<file path="config.mk">
export PLATFORM = sky130hd
export DESIGN_NAME = crc_chk_sched
export DESIGN_NICKNAME = d
export VERILOG_FILES = /design/src/rtl/crc_sched_pkg.sv /design/src/rtl/rr_arb2.sv /design/src/rtl/crc_chk_sched.sv
export SDC_FILE = /design/constraint.sdc
export NUM_CORES = 1
export LEC_CHECK = 0
export ABC_AREA = 0
export BUFFER_PORTS_ARGS = -buffer_cell sky130_fd_sc_hd__buf_4
export CAP_MARGIN = 20
export CORE_UTILIZATION = 30
export CTS_CLUSTER_DIAMETER = 100
export CTS_CLUSTER_SIZE = 20
export DETAILED_ROUTE_END_ITERATION = 7
export GPL_TIMING_DRIVEN = 0
export SLEW_MARGIN = 20
export SYNTH_ARGS = -nofsm -noshare
export SYNTH_HDL_FRONTEND = slang
export SYNTH_SLANG_ARGS = --single-unit
export TNS_END_PERCENT = 100
</file>
<file path="constraint.sdc">
create_clock -name clk -period 2 [get_ports clk]
set_clock_uncertainty 0.1 [all_clocks]
set_input_delay 0.4 -clock clk [delete_from_list [all_inputs] [get_ports clk]]
set_output_delay 0.4 -clock clk [all_outputs]
set_load 0.01 [all_outputs]
</file>
<file path="src/rtl/crc_sched_pkg.sv">
// crc_sched_pkg: shared types and frame sizing for the CRC checker scheduler
package crc_sched_pkg;

   typedef enum logic [2:0] {IDLE, STREAM, WAIT_RES, RESULT, ABORT} state_t;

   typedef logic req_id_t;

   typedef struct packed {
      logic    val;
      req_id_t id;
      logic    err;
      logic    abort;
   } stat_t;

   function automatic int frame_len(input int num_bits);
      return num_bits + 16;
   endfunction

   localparam int NUM_BITS_DEF = 1904;
   localparam int FRAME_LEN    = NUM_BITS_DEF + 16;

endpackage

</file>
<file path="src/rtl/rr_arb2.sv">
// rr_arb2: two-way round-robin arbiter; on contention grants the requester not served last
module rr_arb2
   import crc_sched_pkg::*;
(
   input  logic [1:0] req_i,
   input  req_id_t    last_i,
   output logic [1:0] gnt_o,
   output req_id_t    id_o,
   output logic       vld_o
);

   always_comb begin
      vld_o = |req_i;
      id_o  = &req_i ? ~last_i : req_i[1];
      gnt_o = vld_o ? (id_o ? 2'b10 : 2'b01) : 2'b00;
   end

endmodule

</file>
<file path="src/rtl/crc_chk_sched.sv">
// crc_chk_sched: shares one bit-serial CRC-16 checker between two requesters, frame by frame.
// Optional CRC_SCHED_STAT_CNT_EN adds saturating per-requester frame/error counters.
module crc_chk_sched
   import crc_sched_pkg::*;
#(
   parameter int NUM_BITS    = NUM_BITS_DEF,
   parameter int STALL_MAX   = 255,
   parameter int RES_TIMEOUT = 15,
   parameter int FLUSH_CYC   = 2
) (
   input  logic        clk,
   input  logic        rst,
   input  logic [1:0]  req,
   input  logic [1:0]  ival,
   input  logic [1:0]  data_in,
   output logic [1:0]  gnt,
   output logic        chk_ival,
   output logic        chk_data,
   output logic        chk_rst_n,
   input  logic        chk_err_val,
   input  logic        chk_errors,
   output logic        stat_val,
   output logic        stat_id,
   output logic        stat_err,
   output logic        stat_abort
`ifdef CRC_SCHED_STAT_CNT_EN
   ,
   output logic [15:0] frm_cnt0,
   output logic [15:0] frm_cnt1,
   output logic [15:0] err_cnt0,
   output logic [15:0] err_cnt1
`endif
);

   localparam int FLEN = frame_len(NUM_BITS);
   localparam int SW   = $clog2(STALL_MAX + 1);
   localparam int TW   = $clog2(RES_TIMEOUT + 1);
   localparam int FW   = $clog2(FLUSH_CYC + 1);

   state_t        state_q, state_d;
   logic [1:0]    gnt_q, gnt_d;
   req_id_t       cur_q, cur_d, last_q, last_d;
   logic [11:0]   bit_q, bit_d;
   logic [SW-1:0] stall_q, stall_d;
   logic [TW-1:0] wait_q, wait_d;
   logic [FW-1:0] flush_q, flush_d;
   logic          ival_q, data_q, hold_q;
   logic [1:0]    arb_gnt;
   req_id_t       arb_id;
   logic          arb_vld;
   logic          acc, last_bit;
   stat_t         stat;

   rr_arb2 u_arb (
      .req_i  (req),
      .last_i (last_q),
      .gnt_o  (arb_gnt),
      .id_o   (arb_id),
      .vld_o  (arb_vld)
   );

   always_comb begin
      acc      = (state_q == STREAM) && ival[cur_q];
      last_bit = acc && (bit_q == 12'(FLEN - 1));
      state_d  = state_q;
      gnt_d    = '0;
      cur_d    = cur_q;
      last_d   = last_q;
      bit_d    = bit_q;
      stall_d  = stall_q;
      wait_d   = '0;
      flush_d  = '0;
      stat     = '0;
      case (state_q)
         IDLE: begin
            if (arb_vld) begin
               state_d = STREAM;
               gnt_d   = arb_gnt;
               cur_d   = arb_id;
               bit_d   = '0;
               stall_d = '0;
            end
         end
         STREAM: begin
            gnt_d   = gnt_q;
            bit_d   = acc ? bit_q + 12'd1 : bit_q;
            stall_d = acc ? '0 : stall_q + SW'(1);
            // completion outranks a request drop on the final bit
            if (last_bit) begin
               state_d = WAIT_RES;
               gnt_d   = '0;
            end else if (!req[cur_q] || (!acc && stall_d == SW'(STALL_MAX))) begin
               state_d = ABORT;
               gnt_d   = '0;
            end
         end
         WAIT_RES: begin
            wait_d  = wait_q + TW'(1);
            state_d = chk_err_val ? RESULT : (wait_d == TW'(RES_TIMEOUT)) ? ABORT : WAIT_RES;
         end
         RESULT: begin
            stat    = stat_t'{val: 1'b1, id: cur_q, err: chk_errors, abort: 1'b0};
            last_d  = cur_q;
            state_d = IDLE;
         end
         ABORT: begin
            flush_d = flush_q + FW'(1);
            stat    = (flush_q == '0) ? stat_t'{val: 1'b1, id: cur_q, err: 1'b1, abort: 1'b1} : '0;
            if (flush_d == FW'(FLUSH_CYC)) begin
               state_d = IDLE;
               last_d  = cur_q;
            end
         end
         default: state_d = IDLE;
      endcase
   end

   always_ff @(posedge clk) begin
      if (rst) begin
         state_q <= IDLE;
         gnt_q   <= '0;
         cur_q   <= 1'b0;
         last_q  <= 1'b1;
         bit_q   <= '0;
         stall_q <= '0;
         wait_q  <= '0;
         flush_q <= '0;
         ival_q  <= 1'b0;
         data_q  <= 1'b0;
         hold_q  <= 1'b1;
      end else begin
         state_q <= state_d;
         gnt_q   <= gnt_d;
         cur_q   <= cur_d;
         last_q  <= last_d;
         bit_q   <= bit_d;
         stall_q <= stall_d;
         wait_q  <= wait_d;
         flush_q <= flush_d;
         ival_q  <= acc;
         data_q  <= acc & data_in[cur_q];
         hold_q  <= 1'b0;
      end
   end

   assign gnt        = gnt_q;
   assign chk_ival   = ival_q;
   assign chk_data   = data_q;
   assign chk_rst_n  = !(rst || hold_q || state_q == ABORT);
   assign stat_val   = stat.val & ~rst;
   assign stat_id    = stat.id;
   assign stat_err   = stat.err;
   assign stat_abort = stat.abort;

`ifdef CRC_SCHED_STAT_CNT_EN
   logic [1:0][15:0] frm_q, err_q;

   always_ff @(posedge clk) begin
      if (rst) begin
         frm_q <= '0;
         err_q <= '0;
      end else if (stat.val) begin
         frm_q[stat.id] <= frm_q[stat.id] + 16'(~&frm_q[stat.id]);
         if (stat.err) err_q[stat.id] <= err_q[stat.id] + 16'(~&err_q[stat.id]);
      end
   end

   assign frm_cnt0 = frm_q[0];
   assign frm_cnt1 = frm_q[1];
   assign err_cnt0 = err_q[0];
   assign err_cnt1 = err_q[1];
`endif

endmodule

</file>
==> results.toml, run 1 <==
[outcome]
status = "complete, no violations"

[route]
drcViolationCount = 0
ant_nets = 0
drt_first_pass_iters = 4
drt_iter0_drc = 95
wl_per_cell_um = 13.0
finalWirelength_mm = 4.16
vias = 1612
vias_per_cell = 5.04

[setup_path]
critPathMaxFanout = 10
critical_path.startpoint_type = "flip-flop"
crit_top_cell = "buf_4"
r2r_start = "bit_q[0]$_SDFFE_PP0P_"
worstPathArrival_ps = 1400
cp_cell_sequence = "buf_4, and3_4, nor2_2, nor2b_1, buf_4"
max_stage_delay_ps = 400
cp.required_ps = 1500
r2r-end = "state_q[2]$_SDFFE_PP0P_"
reg2reg_slack_ps = 110
cp_slowest_cell = "dfxtp_1"
cp-end-kind = "primary output"
ff2ff_path_depth = 6
crit_type = "reg2out"

[global_route]
grt_pass1_vias = 1540
grt_use_total = 0.138
grt_max_degree = 11
overflow = 0
grt_pass1_wl_mm = 6.88
antenna_found_initial = 0

[synthesis]
synth_top_area_frac = 0.380
syn-instance-count = 220
syn_nets = 236
yosys-top-cells-area = "dfxtp_1, nor2_1, a21oi_1"
syn-cell-area_mm2 = 0.00190
yosysTopAreaCell = "dfxtp_1"
yosysSeqAreaShare = 0.380
synth_cell_types = 50
yosys_warnings = 0
synth_seq_cells = 36
avgSynthCellArea_um2 = 8.63

[finish]
layout.cells.non_filler = 320
antenna_cells = 0
final_area_mm2 = 0.00226
drive_above_1_share = 0.200
fin_nets = 261
area_growth_pct = 19.0

[sta]
setup_viol_count_final = 0
max-slew-margin-rel = 0.658
fin_crit_sh = 0.951
setup_slack_ps = 99.0
tightest_slew_ps = 512
setup_tns_ps = 0
hold_viol_final = 0
clock.fmax_ghz = 0.526
drv_slew = 0
min_period_ps = 1900

[power]
pwr-share-clk = 0.279
power_leakage_nw = 0.859
vdd_drop_max_v = 0.000309
combinationalPowerShare = 0.274
switching_share = 0.328
power.net_switching_w = 0.000579
p_int_w = 0.00119
power.density_mw_per_mm2 = 782
p_seq_frac = 0.447

[floorplanning]
die-area_mm2 = 0.00665
rows = 28
core_mm2 = 0.00603
die-height_um = 81.5
io_pins = 19
start_util = 0.315
fp.dieW_um = 81.5

[worst_hold_path]
min_to = "hold_q$_DFF_P_"
hp-start = "rst"
hp-class = "in2reg"
hold_depth = 1

[placement]
dp_slack_ps = -165
placed_cell_area_mm2 = 0.00213
dp_cells = 313
io_buffers = 18
gp_congestion = 0.754
dpl.hpwl_mm = 2.91

[clock_tree]
clk_path_buf_depth = 2
cts_buffers = 5
cts_sinks = 36
cts_root_buffer = "clkbuf_8"
cts_max_level = 2
clock_latency_ps = 290
cts_tree = "done"
clk_pin_slew_worst_paths_ps = 70
holdBufCountCts = 0

[run]
maxCapViolations = 0
## power by group through the flow
stage,Clock (W),Combinational [W],Sequential (W)
finish,0.000492,0.000483,0.000789
global route,0.000536,0.000536,0.000795
floorplan,0,0.000337,0.000795
detailed placement,0,0.000462,0.000800
global placement,0,0.000461,0.000797
CTS,0.000506,0.000469,0.000786
## layout make-up
cell class / instances / area [µm²]
plain buffers: 7 / 45.0
clock buffers: 6 / 72.6
clock inverters: 1 / 5.00
fillers: 638 / 3770
inverters: 8 / 30.0
multi-input cells: 169 / 1150
flip-flops and latches: 36 / 724
well taps: 75 / 93.8
repair buffers: 18 / 135
## timing repair
| item | CTS | global route |
|---|---|---|
| buffers inserted | 0 | 0 |
| pin swaps | 0 | 1 |
| endpoints found under the hold margin | 0 | 0 |
| setup endpoints to repair | 7 | 5 |
| resized for setup | 4 | 12 |
## Yosys cell counts, drive strengths merged
cell and n:
a21o 2, nand3 10, a31oi 2, nand3b 6
mux2i 4, dfxtp 36, a21oi 17, nand4 5
buf 4, or3 2, ha 6, a311oi 3
a21boi 2, mux2 1, o21bai 1, nor3 7
and2 2, and3b 1, and3 5, nor4b 2
or2 1, a41oi 1, a22oi 2, and4 2
a22o 1, xor2 6, o211ai 2, or4 1
nand2 16, nor2b 2, xnor2 5, inv 8
a2111oi 1, nor2 32, o21ai 7, nor3b 3
nand2b 8, or3b 1, clkbuf 3
## routing by layer
metal  track usage  vias to the layer above  part of all wire
met5             0                        -                 0
met4        0.0643                        0             0.017
met3        0.0433                        6             0.045
met2         0.226                       40              0.45
met1         0.162                      749              0.48
li1              -                      817                 -
## metrics by stage
step / power, W / utilization / hold slack [ps]
global route: 0.00187 / 0.375 / 171
global placement: 0.00126 / 0.353 / 342
floorplan: 0.00113 / - / 328
finish: 0.00177 / 0.375 / 175
detailed placement: 0.00126 / 0.353 / 361
CTS: 0.00176 / 0.368 / 175
## critical path, delay by kind of cell (launching register included)
kind	cells	cell delay, ps
flip-flops	1	400
AND/OR/NAND/NOR	3	370
buffers and inverters	2	350
## logic make-up (layout without fill, tap and decap cells)
logic type / count (synthesis) / in the layout / share of synthesized area
AO/OA/AOI/OAI: 41 / 41 / 0.146
XOR/XNOR: 11 / 11 / 0.0508
adder cells (fa/ha/maj): 6 / 6 / 0.0396
buffers and inverters: 15 / 40 / 0.0349
flip-flops: 36 / 36 / 0.380
multiplexers: 5 / 5 / 0.0270
AND/OR/NAND/NOR: 106 / 106 / 0.322
## sequential cells by signal, indices dropped and copies added, names as in the netlist
signal / flops
bit_q: 12
chk_data: 1
chk_ival: 1
cur_q: 1
flush_q: 2
gnt: 2
hold_q: 1
last_q: 1
stall_q: 8
state_q: 3
wait_q: 4
## layout by cell type (no fill, tap or decap), types with 5 or more instances in the layout
| cell type | n |
|---|---|
| a21oi_1 | 17 |
| buf_4 | 19 |
| clkbuf_8 | 5 |
| dfxtp_1 | 33 |
| ha_1 | 6 |
| inv_1 | 8 |
| nand2_1 | 16 |
| nand2b_1 | 8 |
| nand3_1 | 10 |
| nand3b_1 | 6 |
| nand4_1 | 5 |
| nor2_1 | 29 |
| o21ai_0 | 7 |
| xnor2_1 | 5 |
| xor2_1 | 6 |
## worst max-delay path by stage
stage / from / end / slack [ps] / depth (start not counted)
2_1_floorplan: bit_q[0]$_SDFFE_PP0P_ / state_q[2]$_SDFFE_PP0P_ / 190 / 6
3_3_place_gp: bit_q[0]$_SDFFE_PP0P_ / state_q[2]$_SDFFE_PP0P_ / -190 / 6
3_5_place_dp: bit_q[0]$_SDFFE_PP0P_ / state_q[2]$_SDFFE_PP0P_ / -160 / 6
4_1_cts: state_q[1]$_SDFFE_PP0P_ / stat_id / 1 / 6
5_1_grt: state_q[1]$_SDFFE_PP0P_ / stat_id / -3 / 6
6_report: state_q[2]$_SDFFE_PP0P_ / stat_id / 100 / 5
No activity file was read; power rests on OpenSTA's default activity.
==> inputs of run 2 (changes only) <==
CORE_MARGIN = 2   (was not set)
==> run 2 against run 1 <==
  * Hold slack worse by 1.5 ps
  * Count of clock-buffer cells in the layout stayed put
  * Critical path depth is 1 higher
  * Via count is 2.0% lower
  * Utilization is 0.66 points higher
  * First-iteration DRC count is 11% lower
  * Sequential power hardly changed
  * Register-to-register slack better by 40 ps
  * Sequential share of layout area is 0.45 points lower
  * Cell count is 0.63% higher
  * Power is 0.72% higher
  * Critical endpoint unchanged
==> results.toml, run 2 (synthesis gave the netlist of run 1 again) <==
[placement]
dp_cells = 313
dp_slack_ps = -195
dpl.hpwl_mm = 2.93
io_buffers = 18
gp_congestion = 0.807

[finish]
reg_top3 = "bit_q x12, stall_q x8, wait_q x4"
fin_nets = 263
largest_reg_flops = 12
layout_commonest_cell = "dfxtp_1"
area_growth_pct = 21.1
layout.cells.non_filler = 322
final_util = 0.381
antenna_cells = 0
final_cell_mix = "dfxtp_1, nor2_1, buf_4"
drive_above_1_share = 0.227
top_register = "bit_q"

[clock_tree]
cts_sinks = 36
cts_buffers = 5
cts_root_buffer = "clkbuf_8"
clock_latency_ps = 290
clk_pin_slew_worst_paths_ps = 70
cts_tree = "done"
cts_max_level = 2
clk_path_buf_depth = 2
holdBufCountCts = 0

[route]
vias_per_cell = 4.91
drcViolationCount = 0
wl_per_cell_um = 13.0
vias = 1580
finalWirelength_mm = 4.19
ant_nets = 0
drt_first_pass_iters = 4
drt_iter0_drc = 85

[floorplanning]
fp.dieW_um = 83.5
rows = 28
start_util = 0.315
core_mm2 = 0.00603
io_pins = 19
die-area_mm2 = 0.00698
die-height_um = 83.5

[setup_path]
cp.required_ps = 1500
cp-end-kind = "primary output"
cp_slowest_cell = "dfxtp_1"
cp_cell_sequence = "buf_4, nor2_2, and3_4, nor2_2, nor2b_1, buf_4"
max_stage_delay_ps = 300
critical_path_buf_inv_count = 2
worstPathArrival_ps = 1380
critPathMaxFanout = 8
critical_path.startpoint_type = "flip-flop"
crit_type = "reg2out"
path_delay_family = "simple AND/OR/NAND/NOR gates"

[global_route]
antenna_found_initial = 0
grt_max_degree = 11
grt_use_total = 0.125
overflow = 0
grt_pass1_vias = 1534
grt_pass1_wl_mm = 7.11

[sta]
hold_viol_final = 0
min_period_ps = 1880
setup_slack_ps = 121
drv_slew = 0
tightest_slew_ps = 467
setup_viol_count_final = 0
max-slew-margin-rel = 0.681
clock.fmax_ghz = 0.532
fin_crit_sh = 0.939

[power]
power.density_mw_per_mm2 = 773
vdd_drop_max_v = 0.000342
total_power_w = 0.00178
power_leakage_nw = 0.865

[run]
maxCapViolations = 0

[worst_hold_path]
hp-class = "in2reg"

[outcome]
status = "complete, no violations"
[run 2: cell type report]
cell class,count,area [µm²]
Clock inverter,1,5.00
Clock buffer,6,72.6
Fill cell,645,3730
Sequential cell,36,727
Multi-Input combinational cell,169,1170
Tap cell,75,93.8
Buffer,7,45.0
Inverter,8,30.0
Timing Repair Buffer,20,150
[run 2: metal layers]
metal,up-vias,track usage,wire (µm)
met1,728,0.156,2090
met4,0,0.0616,93
li1,826,-,-
met5,-,0,0
met3,5,0.0297,131
met2,21,0.203,1880
[run 2: path summary, 6_finish.rpt]
check | slack (ps) | cells past startpoint | startpoint | to
worst max register to register | 150 | 6 | cur_q$_SDFFE_PP0P_ | state_q[2]$_SDFFE_PP0P_
worst max-delay path | 120 | 6 | state_q[1]$_SDFFE_PP0P_ | stat_id
worst min-delay path | 170 | 1 | rst | hold_q$_DFF_P_
worst min register to register | 330 | 1 | flush_q[0]$_SDFF_PP0_ | flush_q[0]$_SDFF_PP0_
[run 2: report_power, final]
part	leakage (nW)	internal, W	switching [W]
logic	0.530	0.000203	0.000290
clock network	0.0410	0.000237	0.000257
registers	0.294	0.000753	0.0000384
[run 2: stage by stage]
stage,area [µm²],TNS [ps],hold slack (ps)
2_1_floorplan,1900,0,328
3_3_place_gp,2130,-409,341
3_5_place_dp,2130,-425,358
4_1_cts,2220,0,162
5_1_grt,2300,-20.7,170
6_report,2300,0,173
[run 2: repair_timing]
action | 4_1_cts | 5_1_grt
endpoints found under the setup margin | 7 | 5
buffers inserted | 0 | 2
pin swaps | 0 | 1
resized for setup | 4 | 18
[run 2: worst reg2reg max path, cell delays in order, from the launching register on]
cell      delay, ps
dfxtp_1         330
buf_6           140
mux2i_2         270
o211ai_1        110
or4_4           470
a21boi_2        170
mux2i_1         190
